`config.mk`:
```
export PLATFORM = sky130hd
export DESIGN_NAME = jt51_opacc
export DESIGN_NICKNAME = d
export VERILOG_FILES = /design/src/rtl/jt51_acc_pkg.sv /design/src/rtl/jt51_acc_sat.sv /design/src/rtl/jt51_opacc.sv
export SDC_FILE = /design/constraint.sdc
export NUM_CORES = 1
export LEC_CHECK = 0
export ABC_CLOCK_PERIOD_IN_PS = 12430
export BUFFER_PORTS_ARGS = -buffer_cell sky130_fd_sc_hd__buf_2
export CORE_MARGIN = 2
export CORE_UTILIZATION = 50
export CTS_CLUSTER_SIZE = 12
export DETAILED_ROUTE_END_ITERATION = 8
export GPL_TIMING_DRIVEN = 0
export HOLD_SLACK_MARGIN = 0.05
export PLACE_DENSITY = 0.67
export SLEW_MARGIN = 30
export SYNTH_ARGS = -nofsm -noshare
export SYNTH_HDL_FRONTEND = slang
export SYNTH_SLANG_ARGS = --single-unit
```
`constraint.sdc`:
```
create_clock -name clk -period 12.43 [get_ports clk]
set_input_delay 1.8645 -clock clk [delete_from_list [all_inputs] [get_ports clk]]
set_output_delay 1.8645 -clock clk [all_outputs]
set_load 0.05 [all_outputs]
```
`src/rtl/jt51_acc_pkg.sv`:
```
// Shared definitions for the channel accumulator: operator group encodings,
// per-algorithm carrier masks and output saturation limits.
package jt51_acc_pkg;

  typedef enum logic [1:0] {
    GRP_M1 = 2'd0,
    GRP_M2 = 2'd1,
    GRP_C1 = 2'd2,
    GRP_C2 = 2'd3
  } grp_e;

  // Index [con][grp]: bit set when that operator group is a carrier under the algorithm
  localparam logic [7:0][3:0] CARRIER_MASK = {
    4'b1111,  // con 7
    4'b1110,  // con 6
    4'b1110,  // con 5
    4'b1100,  // con 4
    4'b1000,  // con 3
    4'b1000,  // con 2
    4'b1000,  // con 1
    4'b1000   // con 0
  };

  localparam int OUTW_DEF = 16;
  localparam int SAT_MAX  = 32767;
  localparam int SAT_MIN  = -32768;

  function automatic logic is_carrier(input logic [2:0] con, input logic [1:0] grp);
    return CARRIER_MASK[con][grp];
  endfunction

endpackage

```
`src/rtl/jt51_acc_sat.sv`:
```
// Combinational signed saturation from an IW-bit mix value to an OW-bit sample.
module jt51_acc_sat #(
  parameter int IW = 19,
  parameter int OW = 16
) (
  input  logic signed [IW-1:0] din,
  output logic signed [OW-1:0] dout
);

  localparam logic signed [IW-1:0] MAXV = {{(IW-OW+1){1'b0}}, {(OW-1){1'b1}}};
  localparam logic signed [IW-1:0] MINV = {{(IW-OW+1){1'b1}}, {(OW-1){1'b0}}};

  function automatic logic signed [OW-1:0] sat(input logic signed [IW-1:0] v);
    if (v > MAXV)
      return MAXV[OW-1:0];
    else if (v < MINV)
      return MINV[OW-1:0];
    else
      return v[OW-1:0];
  endfunction

  assign dout = sat(din);

endmodule

```
`src/rtl/jt51_opacc.sv`:
```
// Channel accumulator: sums carrier operators per channel across the 32-slot
// frame, mixes channels into L/R and emits one saturated stereo sample per frame.
module jt51_opacc
  import jt51_acc_pkg::*;
#(
  parameter int OPW  = 14,
  parameter int OUTW = 16,
  parameter int MIXW = 19
) (
  input  logic                   clk,
  input  logic                   rst_n,
  input  logic                   cen,
  input  logic                   zero,
  input  logic signed [OPW-1:0]  op_in,
  input  logic        [2:0]      con,
  input  logic        [1:0]      rl,
  output logic signed [OUTW-1:0] left,
  output logic signed [OUTW-1:0] right,
  output logic                   sample
);

  localparam int SW = OPW + 2;

  logic        [4:0]      cnt_q, cnt_d, slot;
  grp_e                   grp;
  logic        [2:0]      ch;
  logic signed [SW-1:0]   sum_q [8];
  logic signed [SW-1:0]   contrib, chan_total;
  logic signed [MIXW-1:0] mixl_q, mixr_q, mixl_d, mixr_d, total_ext;
  logic signed [OUTW-1:0] left_q, right_q, satl, satr;
  logic                   sample_q;

  // zero forces the current slot to 0; the register holds the slot expected next
  assign slot  = zero ? 5'd0 : cnt_q;
  assign cnt_d = slot + 5'd1;
  assign grp   = grp_e'(slot[4:3]);
  assign ch    = slot[2:0];

  assign contrib    = is_carrier(con, grp) ? {{(SW-OPW){op_in[OPW-1]}}, op_in} : '0;
  assign chan_total = sum_q[ch] + contrib;
  assign total_ext  = {{(MIXW-SW){chan_total[SW-1]}}, chan_total};

  assign mixl_d = mixl_q + ((rl[1] && grp == GRP_C2) ? total_ext : '0);
  assign mixr_d = mixr_q + ((rl[0] && grp == GRP_C2) ? total_ext : '0);

  jt51_acc_sat #(.IW(MIXW), .OW(OUTW)) u_sat_l (.din(mixl_d), .dout(satl));
  jt51_acc_sat #(.IW(MIXW), .OW(OUTW)) u_sat_r (.din(mixr_d), .dout(satr));

  always_ff @(posedge clk) begin
    if (!rst_n) begin
      cnt_q    <= 5'd0;
      mixl_q   <= '0;
      mixr_q   <= '0;
      left_q   <= '0;
      right_q  <= '0;
      sample_q <= 1'b0;
      for (int i = 0; i < 8; i++) sum_q[i] <= '0;
    end else begin
      sample_q <= 1'b0;
      if (cen) begin
        cnt_q <= cnt_d;
        case (grp)
          GRP_M1:         sum_q[ch] <= contrib;
          GRP_M2, GRP_C1: sum_q[ch] <= chan_total;
          default:        ;
        endcase
        // Slot 0 starts a fresh frame, dropping any partial mix left by a resync
        if (slot == 5'd0) begin
          mixl_q <= '0;
          mixr_q <= '0;
        end else if (grp == GRP_C2) begin
          mixl_q <= mixl_d;
          mixr_q <= mixr_d;
        end
        if (slot == 5'd31) begin
          left_q   <= satl;
          right_q  <= satr;
          sample_q <= 1'b1;
        end
      end
    end
  end

  assign left   = left_q;
  assign right  = right_q;
  assign sample = sample_q;

endmodule

```
; ---- Yosys cells after proc, flatten, opt, wreduce, memory -nomap -nowiden
; Memory sizes are Yosys's and may differ from the RTL's.
; Index checks and enable logic that the tools add are counted.
; W data, S select, Z words.
[word_totals]
ff_bits = 76
mem_bits_rw = 128
romBits = 32
output_inout_bits = 33
wordCells = 62
memories = 2
[memory_table]
columns = name, depth, word_bits, read_ports, rd_clocked_by_memory_dff, wr, line_no
row1 = sum_q, 8, 16, 1, 0, 8, jt51_opacc.sv:27  ; logic signed [SW-1:0] sum_q [8];
row2 = (name not given), 8, 4, 1, 0, 0, jt51_acc_pkg.sv:29  ; return CARRIER_MASK[con][grp];
[classes]
addsub = 4
n_lt_le_gt_ge = 6
n_eq_ne = 4
n_mux = 29
n_bitwise = 1
reduce_logical = 10
[ops]
columns = op, n
row1 = $mux W19, 6
row2 = $mux W16, 7
row3 = $add A19 B19 Y19, 2
row4 = $gt A19 B16 Y1 const B, 2
row5 = $lt A19 B16 Y1 const B, 2
row6 = $add A16 B16 Y16, 1
row7 = $reduce_or A16 Y1, 1
row8 = $mux W1, 12
row9 = $reduce_and A2 Y1, 3
row10 = $add A5 B1 Y5 const B, 1
row11 = $eq A5 B5 Y1 const B, 1
row12 = $logic_not A5 Y1, 1
row13 = $mux W5, 1
row14 = $eq A2 B2 Y1 const B, 2
row15 = $lt A3 B4 Y1 const B, 1
row16 = $mux W4, 1
row17 = $lt A2 B3 Y1 const B, 1
row18 = $mux W3, 1
row19 = $bmux W1 S2, 1
row20 = $eq A2 B1 Y1 const B, 1
row21 = $logic_and A1 B1 Y1, 2
row22 = $logic_not A2 Y1, 1
row23 = $reduce_bool A2 Y1, 1
row24 = $reduce_or A2 Y1, 1
row25 = $or A1 B1 Y1, 1

; ---- Longest topological paths before layout
; Gate-level depths: netlist of the first run.
[depth]
word_depth = 11
mapped_depth = 32
depth_no_buf = 29

; ---- Modules after synthesis
; Synthesis of the first run repeated with hierarchy kept, for this count alone.
[unflattened]
cells_unflattened = 1309
area_unflattened_um2 = 11990.2
[by_module_without_submodules]
columns = mod, n_inst, cells_per_inst, area_each_um2, seq_area_each_um2
row1 = jt51_opacc, 1, 1197, 11242.0, 5365.1
row2 = jt51_acc_sat, 2, 56, 374.1, 0.0

; ---- Worst setup path before layout of the first run
; No wires, ideal clock.
[synth_timing]
path_kind = input to register
start = in zero
end = reg left_q[10] (netlist: left[10])
arrival_ns = 7.074
t_required_ns = 12.360
path_slack_ns = 5.286
cell_stages = 29
path_buffers = 3
path_cell_list = buf_6 -> buf_6 -> nor2b_1 -> nand2_1 -> and3_1 -> nor4_1 -> inv_1 -> fa_1 -> nor2b_1 -> o21ai_0 -> nand2b_1 -> o21ai_0 -> a21oi_1 -> a21oi_1 -> o21bai_1 -> a21oi_1 -> xor2_1 -> nor2_1 -> ha_1 -> a21o_1 -> a21o_1 -> a21oi_1 -> nor3b_1 -> a21oi_1 -> a2111o_1 -> a31oi_1 -> clkbuf_1 -> o31ai_1 -> a21oi_1
[synth_between]
elab_chain_cells = 10
[synth_lines]
columns = item, line_no
row1 = "start, declared", jt51_opacc.sv:13  ; input logic zero,
row2 = $mux W5 *, jt51_opacc.sv:34  ; assign slot = zero ? 5'd0 : cnt_q;
row3 = $bmux W1 S2, jt51_acc_pkg.sv:29
row4 = $mux W1 (implied by the code), jt51_acc_pkg.sv:29
row5 = $mux W16, jt51_opacc.sv:39  ; assign contrib = is_carrier(con, grp) ? {{(SW-OPW){op_in[OPW-1]}}, op_in} : '0;
row6 = $add A16 B16 Y16, jt51_opacc.sv:40  ; assign chan_total = sum_q[ch] + contrib;
row7 = $mux W19, jt51_opacc.sv:43  ; assign mixl_d = mixl_q + ((rl[1] && grp == GRP_C2) ? total_ext : '0);
row8 = $add A19 B19 Y19, jt51_opacc.sv:43
row9 = $lt A19 B16 Y1, jt51_acc_sat.sv:16  ; else if (v < MINV)
row10 = $mux W16, jt51_acc_sat.sv:16
row11 = $mux W16, jt51_acc_sat.sv:14  ; if (v > MAXV)
row12 = "end signal, assigned", jt51_opacc.sv:76  ; left_q <= satl;
row13 = "end, declared", jt51_opacc.sv:30  ; logic signed [OUTW-1:0] left_q, right_q, satl, satr;
; Mark *: on every way between the ends. The rest lies on a longest branch, timed or not. The select of a mux whose other input is x is not followed.
; A chain may end at the register's enable or synchronous reset.

; ---- Final worst setup path of the first run
[layout_timing]
start = in zero
end = reg left_q[3] (netlist: left[3])
; The elaborated chain is that of the path after synthesis.

==> results.cfg, run 1 <==
[clocking]
clk_latency_ns = 0.53
ctsHoldBuffers = 0
cts_tree = done
numCtsBuffers = 23
clock_path_buffers = 3
cts_resized = 0
cts_setup_buffers = 0
root_buffer = clkbuf_16
cts.reportedPaths.clkPinSlew_ns = 0.06
clock-sinks = 204
htreeDepth = 1

[sta]
setup_ws_ns = 4.20
finalCriticalPeriod_ns = 8.23
rsz0062_at_grt = no
finalHoldViolCount = 0
setup_viol = 0
finalMaxSlewViolations = 0
holdWs_ns = 0.458
maxSlewHeadroom = 0.356
fin_worst_skew_ns = 0.0193
tightest_slew_ns = 0.966
tns_ns = 0
fin_crit_sh = 0.662
fmax_mhz = 121

[routing]
wl_per_cell_um = 18.8
dr.pass1.iters = 6
drtAntennaViolNets = 0
drt_iter0_drc = 765
wl_um = 29800
routed-via-count = 9339
vias_per_cell = 5.87
drc_errors = 0

[pwr]
power.density_mw_per_mm2 = 118
combPwrFrac = 0.071
p_int_mw = 1.15
swShare = 0.236
p_switching_mw = 0.354
leakage_nw = 5.00
p_seq_frac = 0.493
peakVddDrop_mv = 0.103
clkPwrFrac = 0.437

[global_route]
track_usage = 0.251
met1_usage = 0.325
grt_max_degree = 17
grt_util_met2 = 0.434
grt-busiest-layer = met2
antenna_found_initial = 0
grt_use_met3 = 0.0277
overflow = 0
grt_pass1_wl_um = 47700
grt_pass1_vias = 9055

[synthesis]
synth-seq-cells = 204
postSynthNetCount = 1291
synth_edf_count = 128
seq_area_frac_synth = 0.473
ys_warn_count = 0
synth_area_leaders = edfxtp_1 (34%), dfxtp_1 (13%), nor2_1 (8.8%)
syn_inst = 1212
synth_most_common_cell = nor2_1
yosys.area.top_type = edfxtp_1
async_flop_share = 0
ys.flop_type = edfxtp_1
post_synth.cell_area_avg_um2 = 9.35
synth_commonest_cells = nor2_1 (265), edfxtp_1 (128), a21oi_1 (86)
netlist_area_mm2 = 0.0113
synth_cell_types = 74
synth_top_area_share = 0.339

[status]
status = finished, final reports clean

[die]
coreArea_mm2 = 0.0224
boundaryPins = 56
dieArea_mm2 = 0.0239
num_rows = 55
start_util = 0.505
fp.dieW_um = 155
die-height_um = 155

[worst_setup_path]
crit_type = primary input to flop
cp_slowest_cell = nor4_1
crit_path_frequent_cell = a21oi_1
crit_buf_inv = 5
worstSetupStartpointType = primary input
slowest_delay_ns = 0.51
r2r_slack_ns = 5.07
cp.arrival_ns = 8.67
rr_endpoint = left[3]
crit_path_end_kind = flop
critPathTopFamily = compound AO/OA/AOI/OAI gates
cp_max_fo = 10
reg2reg_depth = 30
r2r-start = cnt_q[0]
cp.required_ns = 12.87

[worst_hold_path]
whs_path_depth = 2
hold_end = mixr_q[18]
hp-class = flop to flop
min-delay-start = mixr_q[18]

[job]
maxCapViolCount = 0

[placed_design]
place_ws_ns = 3.84
dpl_cell_area_mm2 = 0.0120
gp_congestion = 0.959
io_buffers = 54
dp_hpwl_um = 22500

[final_layout]
syn2layout_area_growth_pct = 12.0
drive_above_1_share = 0.0935
fin_nets = 1370
n_antenna_cell = 0
fin_area_mm2 = 0.0127
fillers = 2037
==> cell type report <==
type	instances	area, um2	area share
multi-input cells	906	5530	0.436
clock buffers	31	637	0.0502
clock inverters	8	82.6	0.00651
well taps	285	357	0.0281
plain buffers	67	314	0.0247
flip-flops and latches	204	5370	0.423
inverters	35	131	0.0104
repair buffers	54	270	0.0213
==> stage by stage <==
step,power (mW),utilization,cells
finish,1.50,0.566,1590
global route,1.54,0.566,1590
CTS,1.51,0.565,1590
detailed placement,0.857,0.533,1551
global placement,0.855,0.533,1551
floorplan,0.819,-,1212
==> tightest hold or removal path: cells and delay by family (launching register included) <==
family / cells / cell delay (ns)
AND/OR/NAND/NOR: 2 / 0.11
flip-flops: 1 / 0.31
==> placed cells by master (no fill, tap or decap), types with 5 or more instances in the layout <==
master     netlist  final
a211oi_1         9      9
and3_1           9      9
nand2_1         78     78
ha_1            53     53
nor2_1         265    265
buf_6            6      6
o211ai_1         5      5
or2_2            5      5
o221a_1         13     13
a22oi_1         19     19
nor2b_1         10     10
mux2i_1         14     14
a21o_1          21     21
xor2_1          16     16
o31ai_1         13     13
dfxtp_1         76     76
xnor2_1         23     23
buf_2            5     59
o21ai_0         51     51
edfxtp_1       128    128
nor3b_1          7      7
nor3_1          24     23
clkinv_2         0      5
a31oi_1         10      9
inv_1           34     34
o22ai_1          5      5
and2_1          18     18
a21oi_1         86     86
o21a_1          16     16
o221ai_1        12     12
clkbuf_16        0     24
nand3_1         34     34
or3_1            7      7
o22a_1          12     12
clkbuf_1        51     57
nand2b_1         8      8
==> worst max path at each step <==
stage	from	to	slack, ns	cells after the start
after floorplan	zero	left[10]	5.29	29
after global placement	zero	left[6]	3.92	30
after detailed placement	zero	left[8]	3.84	30
after CTS	zero	left[8]	4.33	30
after global routing	zero	left[8]	3.52	30
final	zero	left[3]	4.20	30
==> power groups by stage <==
stage          Sequential [mW]  Clock (mW)  Combinational, mW
4_1_cts                  0.739       0.665              0.105
2_1_floorplan            0.751           0             0.0678
5_1_grt                  0.740       0.687              0.115
3_5_place_dp             0.753           0              0.104
6_report                 0.739       0.655              0.106
3_3_place_gp             0.752           0              0.103
==> layer usage <==
metal	part of all wire	vias up
met3	0.054	70
met2	0.48	326
li1	-	4536
met1	0.43	4407
met4	0.036	0
met5	0	-
==> state kept, by name, summed over array words and instances, names as in the netlist <==
| register | cells |
|---|---|
| mixr_q | 19 |
| mixl_q | 19 |
| left | 16 |
| cnt_q | 5 |
| sample | 1 |
| sum_q | 128 |
| right | 16 |
==> cell families (layout without fill, tap and decap cells) <==
family	after synthesis	after routing	synth area share
simple gates	482	482	0.188
flops	204	204	0.473
compound gates	314	314	0.191
fa+ha+maj	56	56	0.0638
buf+inv	102	195	0.0393
mux	14	14	0.0124
xor+xnor	40	40	0.0323
Power figures use the tool's default switching activity.
==> run 2, diff against run 1 <==
ABC_CLOCK_PERIOD_IN_PS = 6900   (was 12430)
PLACE_DENSITY = 0.7   (was 0.67)
clock period = 6.9 ns   (was 12.43 ns; I/O delays follow)
==> results.cfg, run 2 (same netlist as run 1, synthesis figures left out) <==
[final_layout]
top_register = sum_q
layout.cells.non_filler = 1595
fillers = 2062
mostFrequentLayoutCell = nor2_1
fin_nets = 1374
syn2layout_area_growth_pct = 13.5
drive_above_1_share = 0.117
largest_register_ffs = 128
utilization = 0.574
reg.largest.list = sum_q: 128 flops, mixl_q: 19 flops, mixr_q: 19 flops
layout_common_cells = nor2_1 (263), edfxtp_1 (128), a21oi_1 (85)
n_antenna_cell = 0

[sta]
fmax_mhz = 152
fin_crit_sh = 0.956
tightest_slew_ns = 0.941
finalHoldViolCount = 0
fin_worst_skew_ns = 0.00773
maxSlewHeadroom = 0.370
rsz0062_at_grt = yes
finalMaxSlewViolations = 0
tns_ns = 0
finalCriticalPeriod_ns = 6.60
setup_viol = 0
holdWs_ns = 0.461

[worst_setup_path]
crit_path_end_kind = flop
r2r_slack_ns = 0.39
cp_max_fo = 10
rr_endpoint = left[0]
crit_type = primary input to flop
cp.required_ns = 7.29
cp.arrival_ns = 6.98
r2r-start = cnt_q[0]
crit_buf_inv = 5
slowest_delay_ns = 0.47
worstSetupStartpointType = primary input
cp.depth = 29
critPathTopFamily = simple AND/OR/NAND/NOR gates
cp_slowest_cell = o41ai_1
reg2reg_depth = 29
crit_path_frequent_cell = a21oi_1

[placed_design]
dp_hpwl_um = 22100
place_inst = 1551
io_buffers = 54
gp_congestion = 0.921

[clocking]
cts.reportedPaths.clkPinSlew_ns = 0.06
clock-sinks = 204
cts_tree = done
clock_path_buffers = 3
htreeDepth = 1
ctsHoldBuffers = 0
root_buffer = clkbuf_16
clk_latency_ns = 0.52
numCtsBuffers = 23

[die]
die-height_um = 155
coreArea_mm2 = 0.0224
fp.dieW_um = 155
dieArea_mm2 = 0.0239
boundaryPins = 56
num_rows = 55
start_util = 0.505

[pwr]
swShare = 0.234
combPwrFrac = 0.072
peakVddDrop_mv = 0.192
p_int_mw = 2.08
power_mw = 2.72
p_switching_mw = 0.638
p_seq_frac = 0.489
power.density_mw_per_mm2 = 211
clkPwrFrac = 0.439
leakage_nw = 5.08

[routing]
wl_um = 29200
wl_per_cell_um = 18.3
dr.pass1.iters = 5
drtAntennaViolNets = 0
vias_per_cell = 5.77
drt_iter0_drc = 616
routed-via-count = 9204
drc_errors = 0

[job]
maxCapViolCount = 0

[worst_hold_path]
hp-class = flop to flop
hold_end = mixr_q[18]
min-delay-start = mixr_q[18]
whs_path_depth = 2

[global_route]
grt_max_degree = 17
grt_pass1_wl_um = 46600
antenna_found_initial = 0
overflow = 0
grt_pass1_vias = 8949
track_usage = 0.244

[status]
status = finished, final reports clean
## run 2: changes by cell type in the layout (fill, tap and decap cells not counted), moves of 2 or more
| cell | change |
|---|---|
| o31ai_2 | +3 |
| nor2_2 | +2 |
| clkbuf_1 | -10 |
| clkinv_2 | -3 |
| clkbuf_2 | +8 |
| a211oi_2 | +2 |
| buf_4 | +7 |
| nor2_1 | -2 |
| o31ai_1 | -3 |
| a211oi_1 | -2 |
| clkbuf_4 | +2 |
## run 2: timing repair
item	4_1_cts	5_1_grt
pin swaps	0	6
setup endpoints to repair	14	29
buffers inserted	0	5
gates resized for setup	7	45
## run 2: cell type report
cell class / count / area [um2] / area share
plain buffers: 65 / 337 / 0.0262
clock inverters: 6 / 75.1 / 0.00583
well taps: 285 / 357 / 0.0277
inverters: 35 / 134 / 0.0104
repair buffers: 60 / 313 / 0.0243
flip-flops and latches: 204 / 5370 / 0.417
clock buffers: 34 / 658 / 0.0511
multi-input cells: 906 / 5630 / 0.437
## run 2: worst max-delay path by stage
stage | slack [ns] | endpoint | start
final | 0.30 | left[0] | zero
after global routing | -0.15 | left[0] | zero
after CTS | 0.02 | left[10] | zero
after detailed placement | -0.79 | left[10] | zero
after global placement | -0.74 | left[7] | zero
after floorplan | 0.59 | left[10] | zero
## run 2: per-layer routing
layer,share of wire,vias up,global-route usage
met5,0,-,0
met4,0.033,0,0.0780
met2,0.48,257,0.423
met3,0.047,55,0.0331
li1,-,4538,-
met1,0.44,4354,0.318
## run 2: power by group through the flow
stage | Sequential [mW] | Clock, mW | Combinational [mW]
4_1_cts | 1.33 | 1.21 | 0.188
3_3_place_gp | 1.36 | 0 | 0.182
5_1_grt | 1.33 | 1.25 | 0.211
2_1_floorplan | 1.35 | 0 | 0.122
6_report | 1.33 | 1.20 | 0.195
3_5_place_dp | 1.36 | 0 | 0.186
## run 2: worst register-to-register path, delay by kind of cell (launching register included)
family / cells / cell delay [ns]
AO/OA/AOI/OAI: 11 / 2.12
AND/OR/NAND/NOR: 10 / 2.05
buffers and inverters: 5 / 0.92
adder cells (fa/ha/maj): 2 / 0.71
flip-flops: 1 / 0.33
XOR/XNOR: 1 / 0.24
## run 2: metrics by stage
| stage | area (um2) | worst slack, ns |
|---|---|---|
| after floorplan | 11300 | 0.585 |
| after global placement | 12000 | -0.736 |
| after detailed placement | 12000 | -0.789 |
| after CTS | 12700 | 0.0180 |
| after global routing | 12900 | -0.154 |
| final | 12900 | 0.305 |
